`src/rtl/counter_mod.sv`:
```
`default_nettype none
// ============================================================================
// Module  : counter_mod
// Brief   : Programmable-modulus up/down counter with prescaler, wrap or
//           saturate at terminal, and terminal/wrap/sticky-overflow status.
// Rev     : 1.0  initial release
// ============================================================================
module counter_mod #(
  parameter int unsigned     W         = 32,
  parameter longint unsigned MOD       = 0,
  parameter logic [W-1:0]    RESET_VAL = '0,
  parameter int unsigned     PRESCALE  = 1
) (
  input  logic         clk,
  input  logic         reset,
  input  logic         en,
  input  logic         dir,
  input  logic         sat_mode,
  input  logic         clr,
  input  logic         load,
  input  logic [W-1:0] load_val,
  input  logic         ovf_clr,
  output logic [W-1:0] value,
  output logic         tc,
  output logic         wrap,
  output logic         ovf_sticky
);

  // Terminal value is computed in W bits so W=32, MOD=0 never needs 2^W.
  localparam logic [W-1:0] c_TOP      = (MOD == 0) ? {W{1'b1}} : W'(MOD - 1);
  localparam int           c_PW       = (PRESCALE > 1) ? $clog2(PRESCALE) : 1;
  localparam logic [c_PW-1:0] c_PRE_LAST = c_PW'(PRESCALE - 1);

  logic [W-1:0]    value_q, value_d;
  logic [c_PW-1:0] pre_q,   pre_d;
  logic            wrap_q,  wrap_d;
  logic            ovf_q,   ovf_d;

  always_comb begin
    value_d = value_q;
    pre_d   = pre_q;
    wrap_d  = 1'b0;
    ovf_d   = ovf_q & ~ovf_clr;

    if (clr) begin
      value_d = '0;
      pre_d   = '0;
    end else if (load) begin
      value_d = (load_val > c_TOP) ? c_TOP : load_val;
      pre_d   = '0;
    end else if (en) begin
      if (pre_q == c_PRE_LAST) begin
        pre_d = '0;
        if (dir) begin
          if (value_q == c_TOP) begin
            ovf_d = 1'b1;
            if (!sat_mode) begin
              value_d = '0;
              wrap_d  = 1'b1;
            end
          end else begin
            value_d = value_q + 1'b1;
          end
        end else begin
          if (value_q == '0) begin
            ovf_d = 1'b1;
            if (!sat_mode) begin
              value_d = c_TOP;
              wrap_d  = 1'b1;
            end
          end else begin
            value_d = value_q - 1'b1;
          end
        end
      end else begin
        pre_d = pre_q + 1'b1;
      end
    end
  end

  always_ff @(posedge clk or posedge reset) begin
    if (reset) begin
      value_q <= RESET_VAL;
      pre_q   <= '0;
      wrap_q  <= 1'b0;
      ovf_q   <= 1'b0;
    end else begin
      value_q <= value_d;
      pre_q   <= pre_d;
      wrap_q  <= wrap_d;
      ovf_q   <= ovf_d;
    end
  end

  assign value      = value_q;
  assign tc         = dir ? (value_q == c_TOP) : (value_q == '0);
  assign wrap       = wrap_q;
  assign ovf_sticky = ovf_q;

endmodule
`default_nettype wire
```
`config.mk`:
```
export PLATFORM = sky130hd
export DESIGN_NAME = counter_mod
export DESIGN_NICKNAME = d
export VERILOG_FILES = /design/src/rtl/counter_mod.sv
export SDC_FILE = /design/constraint.sdc
export NUM_CORES = 1
export LEC_CHECK = 0
export CAP_MARGIN = 20
export CORE_MARGIN = 3
export CORE_UTILIZATION = 41
export CTS_CLUSTER_DIAMETER = 30
export DETAILED_ROUTE_END_ITERATION = 6
export PLACE_DENSITY = 0.76
export SKIP_CTS_REPAIR_TIMING = 1
export SLEW_MARGIN = 25
export SYNTH_ARGS = -nofsm -noshare
export SYNTH_HDL_FRONTEND = slang
export SYNTH_SLANG_ARGS = --single-unit
```
`constraint.sdc`:
```
create_clock -name clk -period 3.35 [get_ports clk]
set_input_delay 0.335 -clock clk [delete_from_list [all_inputs] [get_ports clk]]
set_output_delay 0.335 -clock clk [all_outputs]
set_load 0.03 [all_outputs]
```
==> impl.org <==
** Worst setup path
- Worst reg2reg startpoint :: value[18]
- The signal on the critical path passes through or4_4 > or4_4 > nor4_2 > buf_4 > nor2_1 > a31oi_1 > o22a_1.
- STA classifies the critical path endpoint as a flop.
- Worst Path Arrival :: 3.23 ns
- Peak per-stage delay on the critical path :: 0.58 ns
- Worst path required time :: 3.58 ns
- Counting stages on the worst path, the most repeated cell is sky130_fd_sc_hd__or4_4.
- The worst register-to-register path ends at value[16].
- The worst setup path is of the reg -> reg kind.
- Worst Reg-to-Reg Cells :: 7
- Crit path buffers/inverters :: 1
- Critical path startpoint category :: flop
- Cell at the slowest stage of the critical path :: sky130_fd_sc_hd__or4_4
- Broken down by cell family, the worst path's largest delay share belongs to simple AND/OR/NAND/NOR gates.
- For flop-to-flop paths, the worst setup slack is 0.35 ns.
- Largest fanout of any net on the critical path :: 8

** STA
- Of the available clock period, the critical path in the final layout requires 0.895.
- The total count of hold-check failures in the final report came to 0.
- Subtracting the final worst setup slack from the clock period gives 3.00 ns.
- The final max-slew violation count came to 0.
- At the pin with the least slew margin, the transition time is 0.810 ns.
- Setup clock skew after layout :: 0.00489 ns
- Measured against its own limit, the worst slew margin works out to 0.458.
- Maximum clock frequency :: 334 MHz
- Setup violations remaining at the end of the flow were counted as 0.
- RSZ-0062 raised after global routing :: false

** GRT
- Total congestion overflow after global routing :: 0
- Met2 global-route usage :: 0.471
- Global router's overall resource usage :: 0.305
- Busiest grt layer :: met2
- Pin count of the biggest net entering global routing :: 37
- The number of antenna violations at the first check in global routing was 0.
- First-pass GRT wire length :: 23800 um
- The number of global-route vias before repair came to 4263.
- For met3 alone, demand over resource in global routing was 0.0439.
- In the global route stage, met1 resource usage came out at 0.437.

** Floorplanning
- Area of the die :: 0.00980 sq mm
- Number of rows created at floorplan :: 33
- Number of top-level design ports :: 75
- Initial standard-cell utilization of the core :: 0.427
- Height of the die :: 99.0 um
- Core ar. :: 0.00830 sq mm
- Die width :: 99.0 um

** Placement
- Gp weighted congestion :: 0.979
- In this run the tool buffered the top-level ports with 74 buffer cells.
- Post-DP HPWL :: 10900 um
- Area post-placement :: 0.00451 sq mm
- Counting tap cells, the placed design contains a total of 647 instances.

** Final layout
- In the final layout, the multi-input gates occupy 0.00241 sq mm.
- Final design utilization :: 0.556
- For this run, the number of standard cells in the final layout without fillers is 655.
- In the final layout, the share of cells above drive strength 1 is 0.129.
- Once layout is done, the placed cells without fillers occupy 0.00461 sq mm.
- The number of antenna diodes in the final layout is 0.
- Register cell area after layout :: 851 sq um
- After filler insertion, the fill cell instance count of the layout stands at 824.
- Nets@finish :: 592
- Post-synthesis to final-layout area growth :: 30.1%

** Synthesis
- Count of state elements after synthesis :: 34
- The synthesized-area fraction occupied by ao, oa, aoi and oai cells came to 0.303.
- Of the total synthesized cell area, the portion taken by full adders, half adders and majority gates is 0.0106.
- Synth warn :: 0
- The number of nets handed over by synthesis was 519.
- Top FF cell, synth :: sky130_fd_sc_hd__dfrtp_1
- Netlist area before placement :: 0.00354 sq mm
- Of the total synthesized cell area, the portion taken by AND, OR, NAND and NOR gates is 0.326.
- Count of mapped cells out of synthesis :: 476
- Largest family of logic cells by synthesized area :: simple AND/OR/NAND/NOR gates
- Counting flops with a built-in enable in the synthesized netlist gives 0.
- Of the synthesized area, sequential elements account for 0.240.
- Of the total synthesized cell area, the portion taken by XOR and XNOR cells is 0.0346.
- Yosys cell types :: 71
- Mux contribution to synthesized area :: 0
- After synthesis, the mean cell area works out to 7.45 sq um.
- Counting flops with an async set or reset pin after synthesis yields a share of 1.00.

** Clock tree
- Clk slew on worst S/H paths :: 0.08 ns
- Cell at the root of the clock tree :: sky130_fd_sc_hd__clkbuf_8
- Number of clock sinks :: 34
- TritonCTS built the clock tree.
- Clock tree synthesis inserted a total of 5 buffers.
- In this run the deepest clock path goes through 2 buffers.
- The later pin in the worst-skew pair is clocked with a latency of 0.29 ns.
- The H-tree generated during clock tree synthesis spans 2 levels.

** Routing
- The first detailed-routing pass took 5 iterations.
- The routed design has 14600 um of wire.
- Post-route ant nets :: 0
- For this run, design rule violations remaining after detail routing come to 0.
- Number of vias per cell :: 6.67
- Iteration-0 DRC count of the detailed router :: 535
- Average wire length per cell after detail routing :: 22.2 um
- Vias after detailed routing :: 4366

** Power
- Dividing total power by cell area gives a power density of 317 mW/mm^2.
- The worst-case IR drop observed on VDD is 0.180 mV.
- Leak Pwr :: 1.74 nW

** Run
- Number of max-cap violations :: 0

** Min path
- Type of the worst min-delay path :: in -> async

** Run status
- Result of the run :: finished clean
[worst reg2reg max path, stage by stage (launching register included)]
cell and delay, ns:
sky130_fd_sc_hd__dfrtp_1 0.39, sky130_fd_sc_hd__or4_4 0.58, sky130_fd_sc_hd__or4_4 0.56, sky130_fd_sc_hd__nor4_2 0.55, sky130_fd_sc_hd__buf_4 0.29, sky130_fd_sc_hd__nor2_1 0.19
sky130_fd_sc_hd__a31oi_1 0.21, sky130_fd_sc_hd__o22a_1 0.16
[kinds of logic after synthesis]
logic type | after synthesis
compound gates | 149
xor+xnor | 14
fa+ha+maj | 3
buf+inv | 66
flops | 34
simple gates | 210
[Yosys cell counts (all sizes together), types with 3 or more instances]
| library cell | number | area share |
|---|---|---|
| a211oi | 4 | 0.0085 |
| or4 | 12 | 0.028 |
| ha | 3 | 0.011 |
| or3 | 5 | 0.011 |
| buf | 17 | 0.034 |
| a21oi | 15 | 0.021 |
| nor3 | 26 | 0.038 |
| a221oi | 8 | 0.023 |
| a31oi | 12 | 0.021 |
| nand2b | 3 | 0.0053 |
| and4 | 8 | 0.020 |
| nor4 | 22 | 0.041 |
| o31ai | 3 | 0.0078 |
| nand3 | 17 | 0.024 |
| a22oi | 6 | 0.013 |
| a22o | 7 | 0.017 |
| o311ai | 3 | 0.0074 |
| o22a | 5 | 0.012 |
| a311o | 3 | 0.0085 |
| xnor2 | 9 | 0.022 |
| clkbuf | 32 | 0.034 |
| a311oi | 6 | 0.015 |
| and2 | 3 | 0.0056 |
| nand4 | 20 | 0.035 |
| nand4b | 3 | 0.0074 |
| inv | 17 | 0.018 |
| o211a | 3 | 0.0085 |
| o22ai | 5 | 0.0088 |
| nand2 | 37 | 0.039 |
| xor2 | 5 | 0.012 |
| a21o | 4 | 0.0085 |
| nor2 | 38 | 0.040 |
| o21a | 3 | 0.0064 |
| o221ai | 4 | 0.0099 |
| o21ai | 37 | 0.052 |
| dfrtp | 34 | 0.24 |
| and3 | 7 | 0.012 |
[through the flow]
stage / hold slack (ns) / power (W) / setup TNS (ns) / worst slack (ns)
2_1_floorplan: 0.408 / 0.000863 / 0 / 0.505
3_3_place_gp: 0.529 / 0.00111 / 0 / 0.284
3_5_place_dp: 0.573 / 0.00111 / 0 / 0.260
4_1_cts: 0.463 / 0.00146 / -0.0726 / -0.0726
5_1_grt: 0.499 / 0.00153 / 0 / 0.199
6_report: 0.445 / 0.00146 / 0 / 0.353
[metal layers]
layer,wire [um],vias to the layer above
li1,-,2005
met1,6240,2063
met2,6640,274
met3,1390,24
met4,278,0
met5,0,-
[power by group]
group / total (W) / internal [W] / switching (W)
clock: 0.000345 / 0.000166 / 0.000179
sequential: 0.000504 / 0.000443 / 0.0000612
combinational: 0.000614 / 0.000259 / 0.000355
[area by class of cell]
type | instances | area share
flip-flops and latches | 34 | 0.184
clock buffers | 6 | 0.0179
well taps | 105 | 0.0285
repair buffers | 115 | 0.231
clock inverters | 2 | 0.00271
multi-input cells | 376 | 0.522
inverters | 17 | 0.0138
[cells in the final DEF, fill, tap and decap left out, types with 3 or more instances in the layout]
cell type                         netlist  routed
sky130_fd_sc_hd__a21o_1                 4       4
sky130_fd_sc_hd__a21oi_1               15      15
sky130_fd_sc_hd__a221oi_1               6       6
sky130_fd_sc_hd__a22o_1                 7       7
sky130_fd_sc_hd__a22oi_1                6       6
sky130_fd_sc_hd__a311o_1                3       3
sky130_fd_sc_hd__a311oi_1               6       6
sky130_fd_sc_hd__a31oi_1               12      12
sky130_fd_sc_hd__and3_1                 7       7
sky130_fd_sc_hd__and4_1                 7       7
sky130_fd_sc_hd__buf_4                  7      40
sky130_fd_sc_hd__clkbuf_8               0       6
sky130_fd_sc_hd__clkdlybuf4s50_1        0      73
sky130_fd_sc_hd__dfrtp_1               34      34
sky130_fd_sc_hd__ha_1                   3       3
sky130_fd_sc_hd__inv_1                 17      17
sky130_fd_sc_hd__nand2_1               37      37
sky130_fd_sc_hd__nand2b_1               3       3
sky130_fd_sc_hd__nand3_1               17      17
sky130_fd_sc_hd__nand4_1               20      20
sky130_fd_sc_hd__nand4b_1               3       3
sky130_fd_sc_hd__nor2_1                38      38
sky130_fd_sc_hd__nor3_1                25      25
sky130_fd_sc_hd__nor4_1                21      20
sky130_fd_sc_hd__o211a_1                3       3
sky130_fd_sc_hd__o21a_1                 3       3
sky130_fd_sc_hd__o21ai_0               36      36
sky130_fd_sc_hd__o221ai_1               4       4
sky130_fd_sc_hd__o22a_1                 5       5
sky130_fd_sc_hd__o22ai_1                5       5
sky130_fd_sc_hd__o311ai_0               3       3
sky130_fd_sc_hd__or3_1                  3       3
sky130_fd_sc_hd__or4_1                  9       9
sky130_fd_sc_hd__xnor2_1                9       9
sky130_fd_sc_hd__xor2_1                 5       5
[state kept, by name (all words and copies together), names as in the netlist]
name,flops
wrap,1
ovf_sticky,1
value,32
[how the worst max path moves through the flow]
stage	startpoint	end	slack, ns	cells past startpoint
finish	value[18]	value[16]	0.35	7
global route	value[18]	value[1]	0.20	7
CTS	value[18]	tc	-0.07	6
detailed placement	value[18]	tc	0.26	6
global placement	value[18]	tc	0.28	6
floorplan	value[18]	value[10]	0.51	9
Power figures use the tool's default switching activity.
